`src/rtl/arm7tdmi_tap_controller.sv`:
```
// -----------------------------------------------------------------------------
// arm7tdmi_tap_controller
//
// IEEE 1149.1 TAP controller for the ARM7TDMI debug path. Holds the 16-state
// TAP FSM, a 4-bit instruction register with its shift stage, and the BYPASS
// and IDCODE data registers. The active instruction is decoded into one-hot
// chain-select strobes, and TDO is muxed from whichever register is active.
//
// Ports
//   tck                 : TAP clock; every state change happens on its rising edge
//   trst                : synchronous active-high reset
//   tms, tdi            : TAP mode select and serial data in
//   tdo                 : serial data out (combinational mux)
//   <state flags>       : one-hot decode of the TAP state (16 outputs)
//   bypass_select, idcode_select, ice_select, scan_n_select
//                       : one-hot decode of current_ir
//   ice_tdo, scan_n_tdo : serial outputs of the external ICE / SCAN_N chains
//   current_ir          : active (updated) instruction
// -----------------------------------------------------------------------------
module arm7tdmi_tap_controller #(
  parameter logic [31:0] IDCODE_VAL = 32'h3F0F0F0F,
  parameter logic [3:0]  IR_RESET   = 4'hE
) (
  input  logic       tck,
  input  logic       trst,
  input  logic       tms,
  input  logic       tdi,
  output logic       tdo,
  output logic       test_logic_reset,
  output logic       run_test_idle,
  output logic       select_dr_scan,
  output logic       capture_dr,
  output logic       shift_dr,
  output logic       exit1_dr,
  output logic       pause_dr,
  output logic       exit2_dr,
  output logic       update_dr,
  output logic       select_ir_scan,
  output logic       capture_ir,
  output logic       shift_ir,
  output logic       exit1_ir,
  output logic       pause_ir,
  output logic       exit2_ir,
  output logic       update_ir,
  output logic       bypass_select,
  output logic       idcode_select,
  output logic       ice_select,
  output logic       scan_n_select,
  input  logic       ice_tdo,
  input  logic       scan_n_tdo,
  output logic [3:0] current_ir
);

  typedef enum logic [3:0] {
    S_TLR, S_RTI,
    S_SEL_DR, S_CAP_DR, S_SH_DR, S_EX1_DR, S_PAU_DR, S_EX2_DR, S_UPD_DR,
    S_SEL_IR, S_CAP_IR, S_SH_IR, S_EX1_IR, S_PAU_IR, S_EX2_IR, S_UPD_IR
  } tap_state_e;

  tap_state_e  state_q, state_d;
  logic [3:0]  ir_sr_q;
  logic [3:0]  current_ir_q;
  logic        bypass_q;
  logic [31:0] id_sr_q;

  // ---------------------------------------------------------------------------
  // FSM state register
  // ---------------------------------------------------------------------------
  // NOTE: sequential state uses non-blocking assignments so every register
  // samples the pre-edge values, regardless of the order blocks are evaluated.
  always_ff @(posedge tck) begin
    if (trst) state_q <= S_TLR;
    else      state_q <= state_d;
  end

  // ---------------------------------------------------------------------------
  // FSM next-state logic (standard 1149.1 transitions)
  // ---------------------------------------------------------------------------
  always_comb begin
    state_d = state_q;
    unique case (state_q)
      S_TLR:    state_d = tms ? S_TLR    : S_RTI;
      S_RTI:    state_d = tms ? S_SEL_DR : S_RTI;
      S_SEL_DR: state_d = tms ? S_SEL_IR : S_CAP_DR;
      S_CAP_DR: state_d = tms ? S_EX1_DR : S_SH_DR;
      S_SH_DR:  state_d = tms ? S_EX1_DR : S_SH_DR;
      S_EX1_DR: state_d = tms ? S_UPD_DR : S_PAU_DR;
      S_PAU_DR: state_d = tms ? S_EX2_DR : S_PAU_DR;
      S_EX2_DR: state_d = tms ? S_UPD_DR : S_SH_DR;
      S_UPD_DR: state_d = tms ? S_SEL_DR : S_RTI;
      S_SEL_IR: state_d = tms ? S_TLR    : S_CAP_IR;
      S_CAP_IR: state_d = tms ? S_EX1_IR : S_SH_IR;
      S_SH_IR:  state_d = tms ? S_EX1_IR : S_SH_IR;
      S_EX1_IR: state_d = tms ? S_UPD_IR : S_PAU_IR;
      S_PAU_IR: state_d = tms ? S_EX2_IR : S_PAU_IR;
      S_EX2_IR: state_d = tms ? S_UPD_IR : S_SH_IR;
      S_UPD_IR: state_d = tms ? S_SEL_DR : S_RTI;
      default:  state_d = S_TLR;
    endcase
  end

  // ---------------------------------------------------------------------------
  // FSM outputs: one-hot state flags
  // ---------------------------------------------------------------------------
  // NOTE: every output gets a default before the case so no path leaves a
  // signal unassigned, which would otherwise infer a latch.
  always_comb begin
    test_logic_reset = 1'b0;
    run_test_idle    = 1'b0;
    select_dr_scan   = 1'b0;
    capture_dr       = 1'b0;
    shift_dr         = 1'b0;
    exit1_dr         = 1'b0;
    pause_dr         = 1'b0;
    exit2_dr         = 1'b0;
    update_dr        = 1'b0;
    select_ir_scan   = 1'b0;
    capture_ir       = 1'b0;
    shift_ir         = 1'b0;
    exit1_ir         = 1'b0;
    pause_ir         = 1'b0;
    exit2_ir         = 1'b0;
    update_ir        = 1'b0;
    unique case (state_q)
      S_TLR:    test_logic_reset = 1'b1;
      S_RTI:    run_test_idle    = 1'b1;
      S_SEL_DR: select_dr_scan   = 1'b1;
      S_CAP_DR: capture_dr       = 1'b1;
      S_SH_DR:  shift_dr         = 1'b1;
      S_EX1_DR: exit1_dr         = 1'b1;
      S_PAU_DR: pause_dr         = 1'b1;
      S_EX2_DR: exit2_dr         = 1'b1;
      S_UPD_DR: update_dr        = 1'b1;
      S_SEL_IR: select_ir_scan   = 1'b1;
      S_CAP_IR: capture_ir       = 1'b1;
      S_SH_IR:  shift_ir         = 1'b1;
      S_EX1_IR: exit1_ir         = 1'b1;
      S_PAU_IR: pause_ir         = 1'b1;
      S_EX2_IR: exit2_ir         = 1'b1;
      S_UPD_IR: update_ir        = 1'b1;
      default:  test_logic_reset = 1'b1;
    endcase
  end

  // ---------------------------------------------------------------------------
  // Instruction and data registers, acting on the state being left
  // ---------------------------------------------------------------------------
  // The Capture->Shift edge only loads; shifting starts on the first edge that
  // leaves a Shift state, including the Shift->Exit1 edge. A reset mid-scan
  // throws away ir_sr_q without ever committing it to current_ir_q.
  always_ff @(posedge tck) begin
    if (trst) begin
      ir_sr_q      <= 4'b0001;
      current_ir_q <= IR_RESET;
      bypass_q     <= 1'b0;
      id_sr_q      <= IDCODE_VAL;
    end else begin
      unique case (state_q)
        S_TLR:    current_ir_q <= IR_RESET;
        S_CAP_IR: ir_sr_q      <= 4'b0001;
        S_SH_IR:  ir_sr_q      <= {tdi, ir_sr_q[3:1]};
        S_UPD_IR: current_ir_q <= ir_sr_q;
        S_CAP_DR: begin
          bypass_q <= 1'b0;
          id_sr_q  <= IDCODE_VAL;
        end
        S_SH_DR: begin
          bypass_q <= tdi;
          id_sr_q  <= {tdi, id_sr_q[31:1]};
        end
        default: ;
      endcase
    end
  end

  assign current_ir = current_ir_q;

  // ---------------------------------------------------------------------------
  // Instruction decode: exactly one chain select; anything not listed is BYPASS
  // ---------------------------------------------------------------------------
  always_comb begin
    bypass_select = 1'b0;
    idcode_select = 1'b0;
    ice_select    = 1'b0;
    scan_n_select = 1'b0;
    unique case (current_ir_q)
      4'hE:             idcode_select = 1'b1;
      4'h2:             scan_n_select = 1'b1;
      4'h0, 4'h3, 4'hC: ice_select    = 1'b1;
      default:          bypass_select = 1'b1;
    endcase
  end

  // ---------------------------------------------------------------------------
  // TDO mux
  // ---------------------------------------------------------------------------
  always_comb begin
    tdo = 1'b0;
    if (shift_ir) begin
      tdo = ir_sr_q[0];
    end else if (shift_dr) begin
      unique case (1'b1)
        idcode_select: tdo = id_sr_q[0];
        ice_select:    tdo = ice_tdo;
        scan_n_select: tdo = scan_n_tdo;
        default:       tdo = bypass_q;
      endcase
    end
  end

endmodule

```
`config.mk`:
```
export PLATFORM = sky130hd
export DESIGN_NAME = arm7tdmi_tap_controller
export DESIGN_NICKNAME = d
export VERILOG_FILES = /design/src/rtl/arm7tdmi_tap_controller.sv
export SDC_FILE = /design/constraint.sdc
export NUM_CORES = 1
export LEC_CHECK = 0
export CAP_MARGIN = 30
export CORE_MARGIN = 10
export CORE_UTILIZATION = 40
export DETAILED_ROUTE_END_ITERATION = 12
export GPL_TIMING_DRIVEN = 0
export HOLD_SLACK_MARGIN = 0.12
export PLACE_DENSITY = 0.66
export SLEW_MARGIN = 25
export SYNTH_ARGS = -nofsm -noshare
export SYNTH_HDL_FRONTEND = slang
export SYNTH_SLANG_ARGS = --single-unit
```
`constraint.sdc`:
```
create_clock -name tck -period 1.8 [get_ports tck]
set_clock_uncertainty 0.05 [all_clocks]
set_input_delay 0.45 -clock tck [delete_from_list [all_inputs] [get_ports tck]]
set_output_delay 0.45 -clock tck [all_outputs]
set_load 0.01 [all_outputs]
```
==> reports/qor.yml, run 1 <==
final_layout:
  insertedDiodeCount: 0
  fin_nets: 304
  syn_to_final_growth_pct: 45.59
  register_area_sq_um: 908.4
  drive_above_1_share_pct: 40.80
  layout_commonest_cell: "dfxtp_1"
  multiInputGateArea_sq_mm: 0.001121
  layout_common_cells: "dfxtp_1, nor2_1, nand2b_1, buf_4, o22ai_1"
  n_fill_cell: 442
floorplan:
  die_h_um: 90.68
  rows: 25
  die_w_um: 90.68
  num_io_pins: 31
  start_util_pct: 41.75
  core-area_sq_mm: 0.004786
  die_area_sq_mm: 0.008223
placed_design:
  routabilityCongestion: 0.7838
  io_buffers: 29
  pre_cts_slack_ns: -0.7110
  dp_hpwl_mm: 3.258
critical_path:
  critPathRequiredTime_ns: 1.30
  crit_path_start_kind: "register"
  worst_ep_arrival_time_ns: 1.55
  end_kind: "output pin"
  cp_max_fo: 7
  criticalPathCategory: "register to output pin"
logic_synthesis:
  yosysUniqueCellTypes: 41
  yosys.area.top_type_share_pct: 44.08
  ys.flop_type: "dfxtp_1"
  async_flop_share_pct: 0
  ys_seq_area_share_pct: 44.08
  netlist_area_sq_mm: 0.001998
  avgSynthCellArea_sq_um: 8.613
  ys_ff_latch: 44
  synth_edf_count: 0
  ys_warn_count: 0
  syn_nets: 238
  synthTopCellsByArea: "dfxtp_1, nand2b_1, o22ai_1, a22oi_1, nor2_1"
  synth_top_area_cell: "dfxtp_1"
  syn_inst: 232
power_and_ir_drop:
  ir_drop_v: 0.0004501
  powerDensity_mw_per_mm2: 745.4
  power.leakage_nw: 1.154
  finalPower_w: 0.002168
timing:
  fin_crit_ns: 2.054
  min_period_over_period_pct: 114.1
  whs_ns: 0.4255
  fmax_ghz: 0.4869
  setup_ws_ns: -0.2540
  max_slew_margin_pct: 63.93
  rsz0062_at_grt: "true"
  hold_viol: 0
  finalSetupViolCount: 9
  drv_slew: 0
  tightestPinTransition_ns: 0.5410
run:
  cap_violations: 0
clock_network:
  cts-root-buf: "clkbuf_8"
  insertion_delay_ns: 0.30
  h-tree-depth: 2
  cts_hold_buf: 0
  numCtsBuffers: 5
  clk_path_buf_depth: 2
  cts_num_sinks: 44
  clkTransAtPathRegs_ns: 0.09
  cts_tree: "built"
global_route:
  antenna_found_initial: 0
  grt_pass1_wl_mm: 8.314
  grt.total_usage_pct: 12.13
  overflow: 0
  grt_start_max_net_pins: 16
  grt_pass1_vias: 1686
route:
  post_drt_wl_per_cell_um: 15.36
  drcViolationCount: 0
  first_iter_violations: 78
  num_vias: 1900
  routed_wl_mm: 5.623
  drtAntennaViolNets: 0
  viasPerCell: 5.191
  drt_pass1_iterations: 4
run_status:
  violations: "negative setup slack"
  status: "complete, but fails checks"
hold_path:
  hold_class: "register to register"
flip-flops by register name, indices dropped and copies added (netlist names):
name / count
id_sr_q: 31
state_q: 4
ir_sr_q: 4
current_ir: 4
bypass_q: 1
Yosys cell counts (3+ instances only):
library cell / count
clkbuf_1: 7
nor2_1: 28
inv_1: 7
nand2b_1: 27
dfxtp_1: 44
a21oi_1: 11
or2_2: 3
buf_6: 5
o22ai_1: 24
nand2_1: 15
nand3_1: 4
buf_2: 3
a22oi_1: 14
nor3_1: 7
what timing repair did:
action | 4_1_cts | 5_1_grt
buffers inserted | 20 | 16
setup endpoints to repair | 25 | 44
pin swaps | 6 | 6
resized for setup | 114 | 57
power breakdown:
group | total [W] | leakage (nW) | internal, W | switching [W]
logic | 0.000395 | 0.740 | 0.000202 | 0.000194
clock network | 0.000777 | 0.0548 | 0.000418 | 0.000359
registers | 0.000996 | 0.359 | 0.000980 | 0.0000161
total | 0.00217 | 1.15 | 0.00160 | 0.000569
cell type report:
| type | instances | area share, % |
|---|---|---|
| well taps | 67 | 2.882 |
| plain buffers | 13 | 4.043 |
| repair buffers | 65 | 17.89 |
| inverters | 8 | 1.462 |
| flip-flops and latches | 44 | 31.23 |
| clock buffers | 5 | 2.366 |
| clock inverters | 3 | 1.591 |
| multi-input cells | 161 | 38.54 |
metal layers:
| layer | vias up | share of wire, % | track usage [%] |
|---|---|---|---|
| met5 | - | 0 | 0 |
| met4 | 0 | 2.3 | 4.907 |
| met3 | 12 | 3.9 | 3.325 |
| met2 | 43 | 46 | 18.27 |
| met1 | 896 | 47 | 15.83 |
| li1 | 949 | - | - |
worst max-delay path, stage by stage, from the launching register on:
cell and delay (ns):
dfxtp_4 0.37, buf_6 0.10, buf_6 0.10, nand2b_4 0.09
nor3_4 0.26, a31oi_2 0.07, a21oi_2 0.13, buf_2 0.14
final timing paths:
path / from / end / slack (ns) / cells after the start
max reg2reg: state_q[2] / id_sr_q[12] / 0.01 / 7
min reg2reg: ir_sr_q[3] / ir_sr_q[3] / 0.43 / 2
min: ir_sr_q[3] / ir_sr_q[3] / 0.43 / 2
max: state_q[3] / tdo / -0.25 / 7
stage by stage:
step,TNS (ns),area [sq um],util (%),instances
after CTS,-1.896,2683,56.05,354
final,-1.121,2909,60.78,366
after global placement,-6.617,2372,49.57,328
after detailed placement,-6.757,2372,49.57,328
after floorplan,-0.08936,1998,-,232
after global routing,-1.970,2909,60.78,366
logic make-up after synthesis:
kind of cell / synth area share, %
AND/OR/NAND/NOR: 24.55
multiplexers: 0.5635
buffers and inverters: 8.767
XOR/XNOR: 0.4384
AO/OA/AOI/OAI: 21.60
flip-flops: 44.08
(Power assumes the default switching activity.)
==> inputs of run 2 (changes only) <==
ABC_CLOCK_PERIOD_IN_PS = 1800   (was not set)
CORE_UTILIZATION = 48   (was 40)
PLACE_DENSITY = 0.76   (was 0.66)
==> reports/qor.yml, run 2 (synthesis gave the netlist of run 1 again) <==
final_layout:
  register_area_sq_um: 908.4
  final_util_pct: 75.90
  final_area_sq_mm: 0.003058
  multiInputGateArea_sq_mm: 0.001255
  layout_commonest_cell: "dfxtp_1"
  fin_nets: 304
  regMostFlops: "id_sr_q"
  final_cells: 348
  n_fill_cell: 263
  syn_to_final_growth_pct: 53.04
  drive_above_1_share_pct: 44.97
  largest_reg_flops: 31
  insertedDiodeCount: 0
  layout_common_cells: "dfxtp_1, nor2_1, nand2b_1, buf_4, o22ai_1"
placed_design:
  dp_hpwl_mm: 3.251
  pre_cts_slack_ns: -0.7046
  placed_area_sq_mm: 0.002351
  routabilityCongestion: 0.8265
  placedCellCount: 311
  io_buffers: 29
route:
  routed_wl_mm: 6.457
  first_iter_violations: 153
  num_vias: 2002
  drt_pass1_iterations: 4
  drcViolationCount: 0
  viasPerCell: 5.753
  drtAntennaViolNets: 0
  post_drt_wl_per_cell_um: 18.55
global_route:
  grt_pass1_vias: 1822
  antenna_found_initial: 0
  grt_pass1_wl_mm: 8.956
  overflow: 0
  grt_start_max_net_pins: 14
  grt.total_usage_pct: 14.98
critical_path:
  critPathRequiredTime_ns: 1.30
  rrSetupSlack_ns: -0.13
  r2r_start: "state_q[2]"
  criticalPathCategory: "register to output pin"
  crit_path_start_kind: "register"
  cp_max_fo: 5
  worstSetupStartpoint: "state_q[2]"
  worst_ep_arrival_time_ns: 1.55
  end_kind: "output pin"
power_and_ir_drop:
  ir_drop_v: 0.0004842
  power.internal_w: 0.001467
  powerDensity_mw_per_mm2: 667.2
  sw_frac_of_total_pct: 28.12
  power_frac_seq_pct: 48.9
  clkPwrFrac_pct: 29.2
  power.leakage_nw: 1.171
  switchingPower_w: 0.0005737
  p_comb_share_pct: 21.9
clock_network:
  clkTransAtPathRegs_ns: 0.08
  cts_num_sinks: 44
  cts_tree: "built"
  clk_path_buf_depth: 2
  cts-root-buf: "clkbuf_8"
  insertion_delay_ns: 0.29
  h-tree-depth: 2
  numCtsBuffers: 5
timing:
  fin_crit_ns: 2.049
  hold_viol: 0
  finalSetupViolCount: 40
  rsz0062_at_grt: "true"
  setup_ws_ns: -0.2486
  drv_slew: 0
  max_slew_margin_pct: 66.21
  fmax_ghz: 0.4881
  min_period_over_period_pct: 113.8
  tightestPinTransition_ns: 0.5069
floorplan:
  num_io_pins: 31
  die_w_um: 84.52
  die_area_sq_mm: 0.007144
  die_h_um: 84.52
  start_util_pct: 49.60
  rows: 23
  core-area_sq_mm: 0.004029
hold_path:
  hold_start: "ir_sr_q[2]"
  hold_class: "register to register"
run_status:
  violations: "negative setup slack"
  status: "complete, but fails checks"
run:
  cap_violations: 0
## run 2: cell count changes in the layout (fill, tap and decap cells not counted), moves of 3 or more
cell	before	now
a22oi_2	9	14
o22ai_1	23	16
a22oi_1	5	0
clkbuf_16	0	4
nor3_2	4	1
buf_6	16	13
o22ai_2	0	7
nor3_4	2	5
## run 2: critical path: stages, from the launching register on
cell      delay, ns
dfxtp_2        0.33
buf_6          0.12
nand2b_4       0.06
or3_4          0.39
clkinv_8       0.08
a21oi_4        0.04
a21oi_2        0.09
buf_2          0.14
## run 2: worst paths after layout
kind                               endpoint  cells after the start
worst max-delay path                    tdo                      7
worst min-delay path             ir_sr_q[2]                      2
worst max register to register  id_sr_q[14]                      9
worst min register to register   ir_sr_q[2]                      2
## run 2: layout make-up
| class | count | area share (%) |
|---|---|---|
| Multi-Input combinational cell | 161 | 41.04 |
| Sequential cell | 44 | 29.71 |
| Timing Repair Buffer | 63 | 17.80 |
| Buffer | 15 | 5.360 |
| Clock buffer | 5 | 2.250 |
| Tap cell | 50 | 2.046 |
| Inverter | 8 | 1.391 |
| Clock inverter | 2 | 0.4092 |
## run 2: power by group through the flow
stage | logic (W) | clock network, W | registers [W]
after floorplan | 0.000182 | 0 | 0.00102
after global placement | 0.000259 | 0 | 0.00102
after detailed placement | 0.000262 | 0 | 0.00102
after CTS | 0.000343 | 0.000598 | 0.000996
after global routing | 0.000470 | 0.000632 | 0.000999
final | 0.000446 | 0.000596 | 0.000998
## run 2: per-stage QoR
| stage | TNS, ns | hold WS [ns] | total power [W] |
|---|---|---|---|
| 2_1_floorplan | -0.08936 | 0.3951 | 0.001198 |
| 3_3_place_gp | -6.274 | 0.4082 | 0.001276 |
| 3_5_place_dp | -6.450 | 0.4120 | 0.001279 |
| 4_1_cts | -1.924 | 0.4231 | 0.001937 |
| 5_1_grt | -6.344 | 0.4501 | 0.002101 |
| 6_report | -3.925 | 0.4221 | 0.002040 |
## run 2: repair_timing
item / 4_1_cts / 5_1_grt
setup buffers: 22 / 10
gates resized for setup: 115 / 78
hold buffers: 0 / 0
setup endpoints to repair: 24 / 48
pin swaps: 6 / 11
endpoints found under the hold margin: 0 / 0
gates cloned: 0 / 3
## run 2: per-layer routing
| layer | vias to the layer above | track usage (%) | share of wire, % |
|---|---|---|---|
| li1 | 950 | - | - |
| met1 | 982 | 19.20 | 43 |
| met2 | 62 | 23.20 | 50 |
| met3 | 8 | 4.058 | 5.4 |
| met4 | 0 | 5.838 | 1.2 |
| met5 | - | 0 | 0 |
==> inputs of run 3 (changes only) <==
CORE_MARGIN = 1   (was 10)
RECOVER_POWER = 25   (was not set)
==> reports/qor.yml, run 3 (synthesis gave the netlist of run 1 again) <==
timing:
  drv_slew: 0
  min_period_over_period_pct: 113.7
  setup_ws_ns: -0.2473
  max_slew_margin_pct: 65.46
  finalSetupViolCount: 11
  rsz0062_at_grt: "true"
  hold_viol: 0
  whs_ns: 0.4291
  fmax_ghz: 0.4885
  fin_crit_ns: 2.047
  tightestPinTransition_ns: 0.5181
run:
  cap_violations: 0
route:
  drt_pass1_iterations: 4
  first_iter_violations: 112
  num_vias: 1842
  drtAntennaViolNets: 0
  post_drt_wl_per_cell_um: 14.65
  routed_wl_mm: 4.965
  drcViolationCount: 0
  viasPerCell: 5.434
clock_network:
  insertion_delay_ns: 0.29
  cts_tree: "built"
  clk_path_buf_depth: 2
  h-tree-depth: 2
  clkTransAtPathRegs_ns: 0.08
  numCtsBuffers: 5
  cts_num_sinks: 44
  cts-root-buf: "clkbuf_8"
  cts_hold_buf: 0
critical_path:
  cp_max_fo: 4
  critical_path.cell_chain: "buf_6, nand2b_4, or3_4, clkinv_8, a21oi_2, a21oi_2, buf_2"
  crit_path_start_kind: "register"
  critPathRequiredTime_ns: 1.30
  rrSetupSlack_ns: 0.03
  end_kind: "output pin"
  criticalPathCategory: "register to output pin"
  slowest_delay_ns: 0.42
  worst_ep_arrival_time_ns: 1.55
  cpMostUsedCell: "a21oi_2"
  cp_slowest_cell: "or3_4"
final_layout:
  layout_common_cells: "dfxtp_1, nor2_1, nand2b_1, o22ai_1, buf_4"
  layout_commonest_cell: "dfxtp_1"
  fin_nets: 294
  largest_reg_flops: 31
  regMostFlops: "id_sr_q"
  drive_above_1_share_pct: 34.26
  syn_to_final_growth_pct: 35.50
  insertedDiodeCount: 0
placed_design:
  io_buffers: 29
  routabilityCongestion: 0.8479
  pre_cts_slack_ns: -0.7202
  dp_hpwl_mm: 2.875
floorplan:
  num_io_pins: 31
  start_util_pct: 49.95
  die_area_sq_mm: 0.004425
  core-area_sq_mm: 0.004000
  die_w_um: 66.52
  die_h_um: 66.52
  rows: 23
global_route:
  grt_start_max_net_pins: 15
  grt_pass1_wl_mm: 7.555
  antenna_found_initial: 0
  grt.total_usage_pct: 22.71
  grt_pass1_vias: 1626
  overflow: 0
power_and_ir_drop:
  ir_drop_v: 0.0004248
  power.leakage_nw: 1.058
  powerDensity_mw_per_mm2: 737.2
run_status:
  status: "complete, but fails checks"
  violations: "negative setup slack"
hold_path:
  hold_class: "register to register"
-- run 3: cell count changes in the layout (fill, tap and decap cells not counted), moves of 4 or more --
cell,delta
a22oi_2,-12
clkbuf_16,-4
o22ai_2,-7
a22oi_1,+12
o22ai_1,+7
buf_6,-5
nor3_4,-4
-- run 3: power breakdown --
part           internal, W  switching (W)
sequential        0.000984      0.0000107
combinational     0.000178       0.000179
clock             0.000311       0.000334
total              0.00147       0.000524
-- run 3: metrics by stage --
stage                     util, %  cells  total power (W)   TNS, ns  cell area, sq um
after floorplan                 -    232         0.001198  -0.08936              1998
after global placement      58.77    311         0.001275    -6.301              2351
after detailed placement    58.77    311         0.001276    -6.528              2351
after CTS                   65.09    331         0.001961    -2.103              2604
after global routing        67.69    339         0.002086    -1.767              2708
final                       67.69    339         0.001996   -0.9628              2708
-- run 3: area by class of cell --
class                   instances  area, sq um
plain buffers                  15        137.6
clock buffers                   6        82.58
clock inverters                 2        15.01
fillers                       324         1292
inverters                       8        42.54
multi-input cells             161         1057
flip-flops and latches         44        900.9
well taps                      50        62.56
repair buffers                 53        409.1
-- run 3: final timing paths --
kind / to / cells after the start / start
max: tdo / 7 / state_q[2]
min: ir_sr_q[2] / 2 / ir_sr_q[2]
max reg2reg: id_sr_q[13] / 7 / state_q[1]
min reg2reg: ir_sr_q[2] / 2 / ir_sr_q[2]
-- run 3: per-layer routing --
layer	track usage, %	vias up	share of wire [%]
met5	0	-	0
met4	6.383	0	1.2
met3	5.308	7	4.4
met2	35.08	44	48
met1	31.43	863	47
li1	-	928	-
-- run 3: critical path, delay by kind of cell, from the launching register on --
family                 cells  cell delay (ns)
AO/OA/AOI/OAI              2             0.14
buffers and inverters      3             0.31
flip-flops                 1             0.34
AND/OR/NAND/NOR            2             0.47
-- run 3: timing repair --
| action | 4_1_cts | 5_1_grt |
|---|---|---|
| buffers inserted | 13 | 10 |
| gates cloned | 1 | 0 |
| pin swaps | 3 | 5 |
| gates resized for setup | 95 | 37 |
| endpoints found under the setup margin | 23 | 37 |
